`src/rtl/frl_ckpt_pkg.sv`:
```
// Shared processor package for the free-list checkpoint controller:
// default geometry and the controller FSM state encoding.
package frl_ckpt_pkg;

  localparam int unsigned FRL_NUM_CKPT = 4;
  localparam int unsigned FRL_PID_W    = 7;
  localparam int unsigned FRL_PTR_W    = 8;

  typedef enum logic {
    ST_IDLE  = 1'b0,
    ST_FLUSH = 1'b1
  } ckpt_state_e;

endpackage

```
`src/rtl/frl_ckpt_ctrl_prio.sv`:
```
// Lowest-index priority encoder used to pick the next free checkpoint slot.
module ckpt_prio_enc #(
  parameter int unsigned N = 4,
  parameter int unsigned W = $clog2(N)
) (
  input  logic [N-1:0] req,
  output logic [W-1:0] idx,
  output logic         found
);

  always_comb begin
    idx   = '0;
    found = 1'b0;
    for (int unsigned i = 0; i < N; i++) begin
      if (req[i] && !found) begin
        idx   = W'(i);
        found = 1'b1;
      end
    end
  end

endmodule

```
`src/rtl/frl_ckpt_ctrl.sv`:
```
// Branch checkpoint controller for a free-list rename scheme: snapshots the
// free-list read pointer per branch and restores it on a misprediction.
module frl_ckpt_ctrl
  import frl_ckpt_pkg::*;
#(
  parameter int unsigned NUM_CKPT = FRL_NUM_CKPT,
  parameter int unsigned PID_W    = FRL_PID_W,
  parameter int unsigned PTR_W    = FRL_PTR_W
) (
  input  logic                        clk,
  input  logic                        reset,
  input  logic                        alloc_req,
  output logic                        alloc_grant,
  output logic [PID_W-1:0]            alloc_pid,
  input  logic                        free_req,
  input  logic [PID_W-1:0]            free_pid,
  input  logic                        ckpt_req,
  output logic                        ckpt_ack,
  output logic [$clog2(NUM_CKPT)-1:0] ckpt_tag,
  output logic                        ckpt_full,
  input  logic                        br_valid,
  input  logic [$clog2(NUM_CKPT)-1:0] br_tag,
  input  logic                        br_mispred,
  output logic                        flush,
  output logic [NUM_CKPT-1:0]         flush_mask,
  output logic                        ckpt_err,
  output logic                        fifo_r_en,
  input  logic [PID_W-1:0]            fifo_dout,
  input  logic [PTR_W-1:0]            fifo_r_ptr,
  input  logic                        fifo_empty,
  output logic                        fifo_w_en,
  output logic [PID_W-1:0]            fifo_din,
  input  logic                        fifo_full,
  output logic                        fifo_chg_r_en,
  output logic [PTR_W-1:0]            fifo_chg_r_val
);

  localparam int unsigned TAG_W = $clog2(NUM_CKPT);

  ckpt_state_e state_q, state_d;

  logic [NUM_CKPT-1:0] valid_q, valid_d;
  logic [NUM_CKPT-1:0] older_q [NUM_CKPT];
  logic [NUM_CKPT-1:0] older_d [NUM_CKPT];
  logic [PTR_W-1:0]    ptr_q   [NUM_CKPT];

  logic                flush_q, ckpt_err_q;
  logic [NUM_CKPT-1:0] flush_mask_q;

  logic                idle, tag_valid, mispredict, resolve_ok, bad_tag;
  logic                slot_free;
  logic [TAG_W-1:0]    free_tag;
  logic [NUM_CKPT-1:0] kill;

  ckpt_prio_enc #(.N(NUM_CKPT), .W(TAG_W)) u_prio (
    .req   (~valid_q),
    .idx   (free_tag),
    .found (slot_free)
  );

  always_comb begin
    idle      = (state_q == ST_IDLE);
    tag_valid = valid_q[br_tag];
    // Mispredicts are only taken in IDLE; the FLUSH cycle is already squashing.
    mispredict = !reset && idle && br_valid && br_mispred && tag_valid;
    resolve_ok = !reset && br_valid && !br_mispred && tag_valid;
    bad_tag    = !reset && br_valid && !tag_valid;

    for (int unsigned s = 0; s < NUM_CKPT; s++) begin
      kill[s] = (TAG_W'(s) == br_tag) || older_q[s][br_tag];
    end

    ckpt_full   = !slot_free;
    ckpt_tag    = free_tag;
    ckpt_ack    = !reset && ckpt_req && slot_free && idle && !mispredict;
    alloc_grant = !reset && alloc_req && !fifo_empty && idle && !mispredict;
    alloc_pid   = fifo_dout;
    fifo_r_en   = alloc_grant;

    fifo_w_en = !reset && free_req && !fifo_full;
    fifo_din  = free_pid;

    fifo_chg_r_en  = mispredict;
    fifo_chg_r_val = ptr_q[br_tag];

    flush      = flush_q;
    flush_mask = flush_mask_q;
    ckpt_err   = ckpt_err_q;
  end

  always_comb begin
    state_d = state_q;
    case (state_q)
      ST_IDLE:  if (mispredict) state_d = ST_FLUSH;
      ST_FLUSH: state_d = ST_IDLE;
      default:  state_d = ST_IDLE;
    endcase
  end

  always_comb begin
    valid_d = valid_q;
    for (int unsigned s = 0; s < NUM_CKPT; s++) begin
      older_d[s] = older_q[s];
    end
    // New slot's older-mask is taken before the resolving tag is stripped,
    // so a same-cycle correct resolve also clears it from the new mask.
    if (ckpt_ack) begin
      valid_d[free_tag] = 1'b1;
      older_d[free_tag] = valid_q;
    end
    if (resolve_ok) begin
      valid_d[br_tag] = 1'b0;
      for (int unsigned s = 0; s < NUM_CKPT; s++) begin
        older_d[s][br_tag] = 1'b0;
      end
    end
    if (mispredict) begin
      valid_d = valid_q & ~kill;
      for (int unsigned s = 0; s < NUM_CKPT; s++) begin
        if (kill[s]) older_d[s] = '0;
      end
    end
  end

  always_ff @(posedge clk) begin
    if (reset) begin
      state_q      <= ST_IDLE;
      valid_q      <= '0;
      flush_q      <= 1'b0;
      flush_mask_q <= '0;
      ckpt_err_q   <= 1'b0;
      for (int unsigned s = 0; s < NUM_CKPT; s++) begin
        older_q[s] <= '0;
        ptr_q[s]   <= '0;
      end
    end else begin
      state_q      <= state_d;
      valid_q      <= valid_d;
      flush_q      <= mispredict;
      flush_mask_q <= mispredict ? kill : '0;
      ckpt_err_q   <= bad_tag;
      for (int unsigned s = 0; s < NUM_CKPT; s++) begin
        older_q[s] <= older_d[s];
      end
      if (ckpt_ack) ptr_q[free_tag] <= fifo_r_ptr + PTR_W'(alloc_grant);
    end
  end

endmodule

```
`config.mk`:
```
export PLATFORM = sky130hd
export DESIGN_NAME = frl_ckpt_ctrl
export DESIGN_NICKNAME = d
export VERILOG_FILES = /design/src/rtl/frl_ckpt_pkg.sv /design/src/rtl/frl_ckpt_ctrl_prio.sv /design/src/rtl/frl_ckpt_ctrl.sv
export SDC_FILE = /design/constraint.sdc
export NUM_CORES = 1
export LEC_CHECK = 0
export ABC_AREA = 1
export BUFFER_PORTS_ARGS = -buffer_cell sky130_fd_sc_hd__buf_2
export CAP_MARGIN = 20
export CORE_MARGIN = 8
export CORE_UTILIZATION = 40
export CTS_BUF_LIST = sky130_fd_sc_hd__clkbuf_4
export DETAILED_ROUTE_END_ITERATION = 10
export PLACE_DENSITY = 0.64
export SLEW_MARGIN = 20
export SYNTH_ARGS = -nofsm -noshare
export SYNTH_HDL_FRONTEND = slang
export SYNTH_SLANG_ARGS = --single-unit
```
`constraint.sdc`:
```
create_clock -name clk -period 8 [get_ports clk]
set_input_delay 1.6 -clock clk [delete_from_list [all_inputs] [get_ports clk]]
set_output_delay 1.6 -clock clk [all_outputs]
set_load 0.01 [all_outputs]
```
# Word level (Yosys, flattened, before mapping)
# Memory sizes are Yosys's and may differ from the RTL's.
# Index checks and enable logic that the tools add are counted.
# W data, S select, Z words.
word_totals:
  regBits: 11
  ram_bits: 48
  in_bits: 33
  elab_cells: 124
  memories: 2
op_classes:
  addsub: 1
  n_lt_le_gt_ge: 6
  eq_ne: 3
  muxes: 49
  bitwise: 17
  reduce_logical: 41
mem_list:
  columns: ["memory", "depth", "width", "rd", "rd_ports_with_merged_regs", "wr", "line_no", "text"]
  rows:
  - ["ptr_q", 4, 8, 1, 0, 4, "frl_ckpt_ctrl.sv:45", "logic [PTR_W-1:0] ptr_q [NUM_CKPT];"]
  - ["older_q", 4, 4, 4, 0, 4, "frl_ckpt_ctrl.sv:43", "logic [NUM_CKPT-1:0] older_q [NUM_CKPT];"]
op_table:
  columns: ["op", "count"]
  rows:
  - ["$mux W16", 3]
  - ["$mux W4", 12]
  - ["$and A4 B4 Y4", 6]
  - ["$logic_and A1 B1 Y1", 24]
  - ["$mux W1", 20]
  - ["$bwmux W16", 1]
  - ["$not A4 Y4", 3]
  - ["$bmux W1 S2", 5]
  - ["$logic_not A1 Y1", 10]
  - ["$add A8 B1 Y8", 1]
  - ["$demux W4 S2", 1]
  - ["$mux W8", 1]
  - ["$reduce_or A8 Y1", 1]
  - ["$lt A2 B3 Y1 const B", 2]
  - ["$mux W2", 3]
  - ["$demux W1 S2", 2]
  - ["$eq A2 B2 Y1 const A", 2]
  - ["$ge A2 B1 Y1 const B", 2]
  - ["$logic_or A1 B1 Y1", 4]
  - ["$or A1 B1 Y1", 4]
  - ["$or A4 B4 Y4", 1]
  - ["$ge A3 B3 Y1 const B", 1]
  - ["$lt A3 B1 Y1 const B", 1]
  - ["$not A2 Y3", 1]
  - ["other kinds (5)", 6]

# Depth between registers and ports, before layout
# Gate-level depths: netlist of the first run.
logic_depth:
  word_depth: 23
  depth_mapped: 19
  depth_no_buf: 17

# By module
# Synthesis of the first run repeated with hierarchy kept, for this count alone.
unflattened:
  hier_cells: 351
  hier_area_um2: 2919.0
by_module_without_submodules:
  columns: ["module", "instances", "cells_each", "area_each_um2"]
  rows:
  - ["frl_ckpt_ctrl", 1, 342, 2870.3]
  - ["ckpt_prio_enc", 1, 9, 48.8]

# Worst setup path before layout of the first run
# No wires, ideal clock.
synth_path:
  path_kind: "in2out"
  start: "input port br_tag[0]"
  end: "output port fifo_r_en"
  t_arrival_ns: 2.955
  t_required_ns: 6.400
  path_slack_ns: 3.445
  stages: 11
  cell_sequence: "buf_4 inv_2 nand2_1 nand2_1 nand2_2 nand2_4 nand2_8 buf_6 inv_1 nor4_2 buf_4"
synth_via:
  elab_chain_len: 5
synth_lines:
  columns: ["element", "line_no", "text"]
  rows:
  - ["from (decl)", "frl_ckpt_ctrl.sv:22", "input logic [$clog2(NUM_CKPT)-1:0] br_tag,"]
  - ["$bmux W1 S2", "frl_ckpt_ctrl.sv:63", "tag_valid = valid_q[br_tag];"]
  - ["$mux W1 (implied by the code)", "frl_ckpt_ctrl.sv:63", null]
  - ["$logic_and A1 B1 Y1", "frl_ckpt_ctrl.sv:65", "mispredict = !reset && idle && br_valid && br_mispred && tag_valid;"]
  - ["named net fifo_chg_r_en", "frl_ckpt_ctrl.sv:34", "output logic fifo_chg_r_en,"]
  - ["$logic_not A1 Y1", "frl_ckpt_ctrl.sv:76", "alloc_grant = !reset && alloc_req && !fifo_empty && idle && !mispredict;"]
  - ["$logic_and A1 B1 Y1", "frl_ckpt_ctrl.sv:76", null]
  - ["to (decl)", "frl_ckpt_ctrl.sv:27", "output logic fifo_r_en,"]
# The timed path passes the listed nets, and every way through them passes these cells. The select of a mux whose other input is x is not followed.

# Worst setup path in the final report of the first run
layout_path:
  start: "input port br_tag[0]"
  end: "output port alloc_grant"
layout_via:
  elab_chain_len: 5
layout_lines:
  columns: ["element", "line_no", "text"]
  rows:
  - ["$bmux W1 S2", "frl_ckpt_ctrl.sv:63", null]
  - ["$mux W1 (implied by the code)", "frl_ckpt_ctrl.sv:63", null]
  - ["$logic_and A1 B1 Y1", "frl_ckpt_ctrl.sv:65", null]
  - ["$logic_not A1 Y1", "frl_ckpt_ctrl.sv:76", null]
  - ["$logic_and A1 B1 Y1", "frl_ckpt_ctrl.sv:76", null]
  - ["to (decl)", "frl_ckpt_ctrl.sv:13", "output logic alloc_grant,"]
# Every way passes these cells. The select of a mux whose other input is x is not followed.

==> results_dict.tcl, run 1 <==
set metrics [dict create \
    endpoint "alloc_grant" \
    core_area_sq_um 7100 \
    rsz0062_at_grt "no" \
    ios 69 \
    cts_setup_buffers 0 \
    reg2reg_slack_ns 5.35 \
    synth_top_family_by_area "simple AND/OR/NAND/NOR gates" \
    slowest_delay_ns 0.36 \
    cts_buffer_depth 2 \
    synth_fa_ha_area_share_pct 0.868 \
    critPathArrivalTime_ns 3.03 \
    vias 2246 \
    gr-total-overflow 0 \
    startpoint "br_tag[0]" \
    grt_max_degree 20 \
    relSlewSlack_pct 44.7 \
    synthMuxAreaShare_pct 0 \
    cts-root-buf "clkbuf_4" \
    power_density_nw_per_um2 175 \
    antenna_cells 0 \
    hold_viol_final 0 \
    outcome "finished clean" \
    slowest_stage "nor4_2" \
    gp_congestion 0.851 \
    min_path_type "reg2reg" \
    synthSimpleGateAreaFrac_pct 30.2 \
    area_growth_pct 7.64 \
    r2r_cells 15 \
    dr.pass1.iters 5 \
    portBuffers 40 \
    viasPerCell 4.84 \
    cts_repair_resize_count 0 \
    grt_pass1_wl_mm 11.2 \
    die-width_microns 101 \
    syn_area_sq_um 2880 \
    critPathRequiredTime_ns 6.40 \
    fmax_mhz 216 \
    finClkSkew_ns 0.0193 \
    numClockSinks 55 \
    synth_xor_area_share_pct 0.304 \
    critPathLaunchType "input pin" \
    die_h_microns 101 \
    worstPathMaxFanout 17 \
    final_nets 399 \
    dp_hpwl_mm 5.23 \
    power_mw 0.544 \
    syn_inst 342 \
    clk_pin_slew_ns 0.16 \
    path_class "in2out" \
    synth_seq_area_share_pct 49.3 \
    cts.hold.buffers_added 0 \
    start_util_pct 40.6 \
    r2r_start "valid_q[0]" \
    syn_nets 377 \
    cts-htree-levels 2 \
    cts_tree "done" \
    cp_top_family "simple AND/OR/NAND/NOR gates" \
    routedWlPerCell_microns 14.8 \
    ys_ff_latch 55 \
    antenna_left 0 \
    drt-total-wl_mm 6.85 \
    antenna_found_initial 0 \
    synth-compound-area-share_pct 6.08 \
    grt_use_total_pct 14.2 \
    setup_tns_ns 0 \
    ys_warn_count 0 \
    post-route-period-util_pct 57.9 \
    period_needed_ns 4.63 \
    path_buf_inv 4 \
    drt_iter0_markers 170 \
    maxCapViolations 0 \
    yosys.cell_types.count 33 \
    route.detailed.drc 0 \
    row_count 31 \
    setup_violations 0 \
    r2r-end "ptr_q[1][5]" \
    tightest_slew_ns 0.826 \
    peakVddDrop_mv 0.0641 \
    clk_latency_ns 0.39 \
    drv_slew 0 \
    drive_gt1_share_pct 20.0 \
    die_area_sq_um 10200 \
    grt_pass1_vias 2171 \
    cts_made_buffers 5 \
    avgSynthCellArea_sq_um 8.43 \
    p_leak_nw 1.49 \
    worstSetupEndpointType "primary output" \
    worstSetupPathDepth 10 \
    path_cells "buf_2 > inv_2 > nand2_1 > nand2_1 > nand2_2 > nand2_4 > nand2_8 > inv_1 > nor4_2 > buf_2" \
]
==> layout by cell type, fill, tap and decap left out, types with 2 or more instances in the layout <==
cell type  netlist  final
buf_2            3     40
nand2_2          2      2
clkbuf_4         0      5
o21ai_0          4      4
ha_1             2      2
nor3_1           2      2
inv_1           47     47
nor2_1          60     60
nand3_2          4      4
inv_2            2      2
nand3_4          2      2
a31oi_1          2      2
nand2_8          2      2
nand4_1          6      6
a22oi_1         14     14
nor2_2           4      4
dfxtp_1         23     23
a21oi_1          4      4
edfxtp_1        32     32
nand2_1         76     76
nor2_4           2      2
nand3_1         18     18
==> cell usage after synthesis (all sizes together) <==
cell | instances | share of area [%]
a21oi | 5 | 1.0
a22oi | 14 | 3.6
a31o | 1 | 0.30
a31oi | 2 | 0.43
and3 | 1 | 0.22
buf | 24 | 6.5
clkbuf | 1 | 0.13
dfxtp | 23 | 16
edfxtp | 32 | 33
ha | 2 | 0.87
inv | 50 | 6.6
nand2 | 81 | 12
nand3 | 24 | 5.7
nand4 | 6 | 1.3
nor2 | 66 | 9.5
nor3 | 3 | 0.69
nor4 | 1 | 0.43
o21ai | 4 | 0.69
or2 | 1 | 0.22
xor2 | 1 | 0.30
==> through the flow <==
stage          instances  instance area, sq um  worst slack, ns  hold slack, ns  utilization (%)
4_1_cts              464                  3100             3.38           0.455             43.7
6_report             464                  3100             3.37           0.459             43.7
3_3_place_gp         456                  3010             3.42           0.432             42.5
5_1_grt              464                  3100             3.20           0.482             43.7
3_5_place_dp         456                  3010             3.38           0.433             42.5
2_1_floorplan        342                  2880             3.44           0.419                -
==> worst register-to-register path: stages (launching register included) <==
cell and delay (ns):
dfxtp_1 0.41, nand2_1 0.11, nand2_1 0.07, nand2_2 0.07, nand2_4 0.10, nand2_8 0.18
inv_1 0.10, nor4_2 0.36, ha_1 0.26, nand3_1 0.10, nor2_1 0.13, nand2_1 0.10
nor2_1 0.13, inv_1 0.07, nand2_1 0.17, nor2_1 0.08
==> per-layer routing <==
metal	GRT usage [%]	share of wire (%)	up-vias
met5	0	0	-
met4	4.53	1.5	0
met3	3.31	5.1	8
met2	23.2	48	68
met1	18.0	45	1045
li1	-	-	1125
==> logic make-up (layout without fill, tap and decap cells) <==
logic type	after synthesis	count (layout)
AOI/OAI and AO/OA	26	26
adders and majority gates	2	2
DFF	55	55
and+or+nand+nor	183	183
xor gates and xnor gates	1	1
buffers and inverters	75	98
==> cell type report <==
cell class,instances,area [sq um]
Tap cell,99,124
Clock buffer,5,37.5
Clock inverter,3,50.0
Inverter,50,190
Fill cell,734,4000
Sequential cell,55,1420
Timing Repair Buffer,40,200
Multi-Input combinational cell,212,1080
==> flip-flops by register name, summed over array words and instances (netlist names) <==
register	flops
ckpt_err	1
state_q	1
flush_mask	4
flush	1
valid_q	4
older_q	12
ptr_q	32
==> report_power, final <==
| group | internal (mW) | leakage (nW) | switching (mW) |
|---|---|---|---|
| Sequential | 0.311 | 0.519 | 0.00457 |
| Combinational | 0.0206 | 0.925 | 0.0440 |
| Clock | 0.0692 | 0.0477 | 0.0944 |
| Total | 0.401 | 1.49 | 0.143 |
==> worst min-delay path by stage <==
| stage | from | endpoint | slack (ns) | cells after the start |
|---|---|---|---|---|
| 6_report | older_q[2][0] | older_q[2][0] | 0.46 | 2 |
| 5_1_grt | older_q[2][1] | older_q[2][1] | 0.48 | 2 |
| 4_1_cts | older_q[2][0] | older_q[2][0] | 0.45 | 2 |
| 3_5_place_dp | older_q[2][0] | older_q[2][0] | 0.43 | 2 |
| 3_3_place_gp | older_q[2][0] | older_q[2][0] | 0.43 | 2 |
| 2_1_floorplan | older_q[2][0] | older_q[2][0] | 0.42 | 2 |
Note: power is estimated with default switching activity, not from simulation.
==> run 2: changes to the inputs <==
--- a/config.mk
+++ b/config.mk
@@ -5,14 +5,14 @@
 export SDC_FILE = /design/constraint.sdc
 export NUM_CORES = 1
 export LEC_CHECK = 0
-export ABC_AREA = 1
+export ABC_AREA = 0
 export BUFFER_PORTS_ARGS = -buffer_cell sky130_fd_sc_hd__buf_2
 export CAP_MARGIN = 20
 export CORE_MARGIN = 8
 export CORE_UTILIZATION = 40
 export CTS_BUF_LIST = sky130_fd_sc_hd__clkbuf_4
 export DETAILED_ROUTE_END_ITERATION = 10
-export PLACE_DENSITY = 0.64
+export PLACE_DENSITY = 0.65
 export SLEW_MARGIN = 20
 export SYNTH_ARGS = -nofsm -noshare
 export SYNTH_HDL_FRONTEND = slang
==> constraint.sdc (replaced) <==
create_clock -name clk -period 4.6 [get_ports clk]
set_input_delay 0.92 -clock clk [delete_from_list [all_inputs] [get_ports clk]]
set_output_delay 0.92 -clock clk [all_outputs]
set_load 0.01 [all_outputs]
==> run 2 against run 1 <==
  * Worst setup slack worse by 2.8 ns
  * Combinational power up 62%
  * Global-route usage down 0.91 points
  * Core utilization down 0.59 points
  * Cell area down 7.1%
  * Clock power up 32%
  * Clock skew about the same
  * Clock-buffer cell count unchanged
  * Total power up 60%
  * Sequential cell count unchanged
  * Critical endpoint is now fifo_r_en
  * Largest power group unchanged
  * Highest routed layer unchanged
==> results_dict.tcl, run 2 <==
set metrics [dict create \
    drive_gt1_share_pct 25.8 \
    row_count 30 \
    dpl_cell_area_sq_um 2820 \
    cts_setup_buffers 0 \
    fmax_mhz 248 \
    synth-compound-area-share_pct 10.8 \
    synth_area_leader_cell "edfxtp_1" \
    area_growth_pct 6.33 \
    synth_top_family_by_area "simple AND/OR/NAND/NOR gates" \
    final_nets 298 \
    synth_xor_area_share_pct 2.26 \
    rsz0062_at_grt "no" \
    largest_reg_flops 32 \
    antenna_cells 0 \
    synth_seq_area_share_pct 52.5 \
    syn_area_sq_um 2710 \
    avgSynthCellArea_sq_um 11.1 \
    cts.hold.buffers_added 0 \
    setup_ws_ns 0.565 \
    dp_hpwl_mm 4.56 \
    viasPerCell 5.54 \
    grt_use_total_pct 13.3 \
    finClkSkew_ns 0.0194 \
    route.detailed.drc 0 \
    setup_violations 0 \
    grt_pass1_vias 1984 \
    syn_inst 243 \
    synth_area_leaders "edfxtp_1 35%, dfxtp_1 17%, mux4_2 6.7%, nor2_1 5.5%, buf_4 4.4%" \
    worstPathMaxFanout 20 \
    finalInstanceArea_sq_um 2880 \
    seq_area_sq_um 1420 \
    start_util_pct 40.5 \
    drv_slew 0 \
    setup_tns_ns 0 \
    clk_pin_slew_ns 0.15 \
    cts-root-buf "clkbuf_4" \
    critPathLaunchType "input pin" \
    yosysMostFrequentCell "nor2_1" \
    die_h_microns 98.3 \
    fillers 693 \
    synthSimpleGateAreaFrac_pct 16.1 \
    syn_nets 278 \
    ys.flop_type "edfxtp_1" \
    largest-register "ptr_q" \
    final_cell_mix "40 x nor2_1, 40 x buf_2, 32 x edfxtp_1, 23 x dfxtp_1, 10 x a21oi_1" \
    yosys.cell_types.count 40 \
    synth_fa_ha_area_share_pct 0.924 \
    numClockSinks 55 \
    gp_congestion 0.852 \
    grt_max_degree 21 \
    tightest_slew_ns 0.871 \
    critPathRequiredTime_ns 3.68 \
    power_density_nw_per_um2 301 \
    drt_iter0_markers 124 \
    routedWlPerCell_microns 18.4 \
    path_class "in2out" \
    maxCapViolations 0 \
    cts_buffer_depth 2 \
    reg_top3 "ptr_q x32, older_q x12" \
    dr.pass1.iters 4 \
    grt_pass1_wl_mm 10.1 \
    core_area_sq_um 6680 \
    synth_edf_count 32 \
    synthArstFlopShare_pct 0 \
    period_needed_ns 4.04 \
    peakVddDrop_mv 0.114 \
    clk_latency_ns 0.38 \
    relSlewSlack_pct 41.1 \
    multi_input_area_sq_um 1070 \
    final_cells 344 \
    ios 69 \
    hold_viol_final 0 \
    min_path_cells 2 \
    r2r_cells 8 \
    ys_ff_latch 55 \
    worst_hold_slack_ns 0.491 \
    ys_warn_count 0 \
    cts_tree "done" \
    worstSetupEndpointType "primary output" \
    cts_made_buffers 5 \
    synth_top_area_share_pct 35.5 \
    cts_repair_resize_count 0 \
    post-place-ws_ns 0.592 \
    min_path_type "reg2reg" \
    post-route-period-util_pct 87.7 \
    vias 1905 \
    p_leak_nw 1.19 \
    yosys-top-cells-count "40 x nor2_1, 32 x edfxtp_1, 23 x dfxtp_1" \
    antenna_found_initial 0 \
    portBuffers 40 \
    cts-htree-levels 2 \
    die-width_microns 98.3 \
    dp_cells 336 \
    outcome "finished clean" \
    antenna_left 0 \
    gr-total-overflow 0 \
    critPathArrivalTime_ns 3.12 \
    drt-total-wl_mm 6.34 \
    die_area_sq_um 9660 \
    synthMuxAreaShare_pct 9.52 \
]
-- run 2: cells by family after synthesis --
group / Yosys count
adder cells (fa/ha/maj): 2
multiplexers: 15
XOR/XNOR: 7
buffers and inverters: 35
AO/OA/AOI/OAI: 42
flip-flops: 55
AND/OR/NAND/NOR: 87
-- run 2: where the power goes --
group	leakage, nW	internal (mW)	switching (mW)	total (mW)
Combinational	0.640	0.0400	0.0648	0.105
Sequential	0.518	0.539	0.00707	0.546
Clock	0.0315	0.0598	0.157	0.217
-- run 2: worst paths after layout --
kind / slack [ns] / from / endpoint
worst max-delay path: 0.56 / br_tag[1] / fifo_r_en
worst min-delay path: 0.49 / older_q[1][3] / older_q[1][3]
worst max register to register: 1.53 / valid_q[3] / ptr_q[1][7]
worst min register to register: 0.49 / older_q[1][3] / older_q[1][3]
-- run 2: cell type report --
type,instances,share of cell area (%)
flip-flops and latches,55,49.3
multi-input cells,153,37.2
repair buffers,40,6.95
well taps,80,3.48
clock buffers,5,1.30
inverters,8,1.04
clock inverters,3,0.652
-- run 2: through the flow --
stage | util (%) | power, mW
6_report | 43.1 | 0.868
5_1_grt | 43.1 | 0.902
4_1_cts | 43.1 | 0.877
3_5_place_dp | 42.3 | 0.664
3_3_place_gp | 42.3 | 0.662
2_1_floorplan | - | 0.637
-- run 2: per-layer routing --
layer  GRT usage [%]  up-vias  routed length (microns)
met1            16.6      931                     2860
met2            21.4       56                     3020
met3            3.49        9                      351
met4            5.08        0                      112
li1                -      909                        -
met5               0        -                        0
-- run 2: worst max-delay path, cell delays in order --
cell	delay, ns
buf_2	0.42
mux2i_1	0.45
o22ai_1	0.24
nor4b_1	0.80
buf_2	0.29
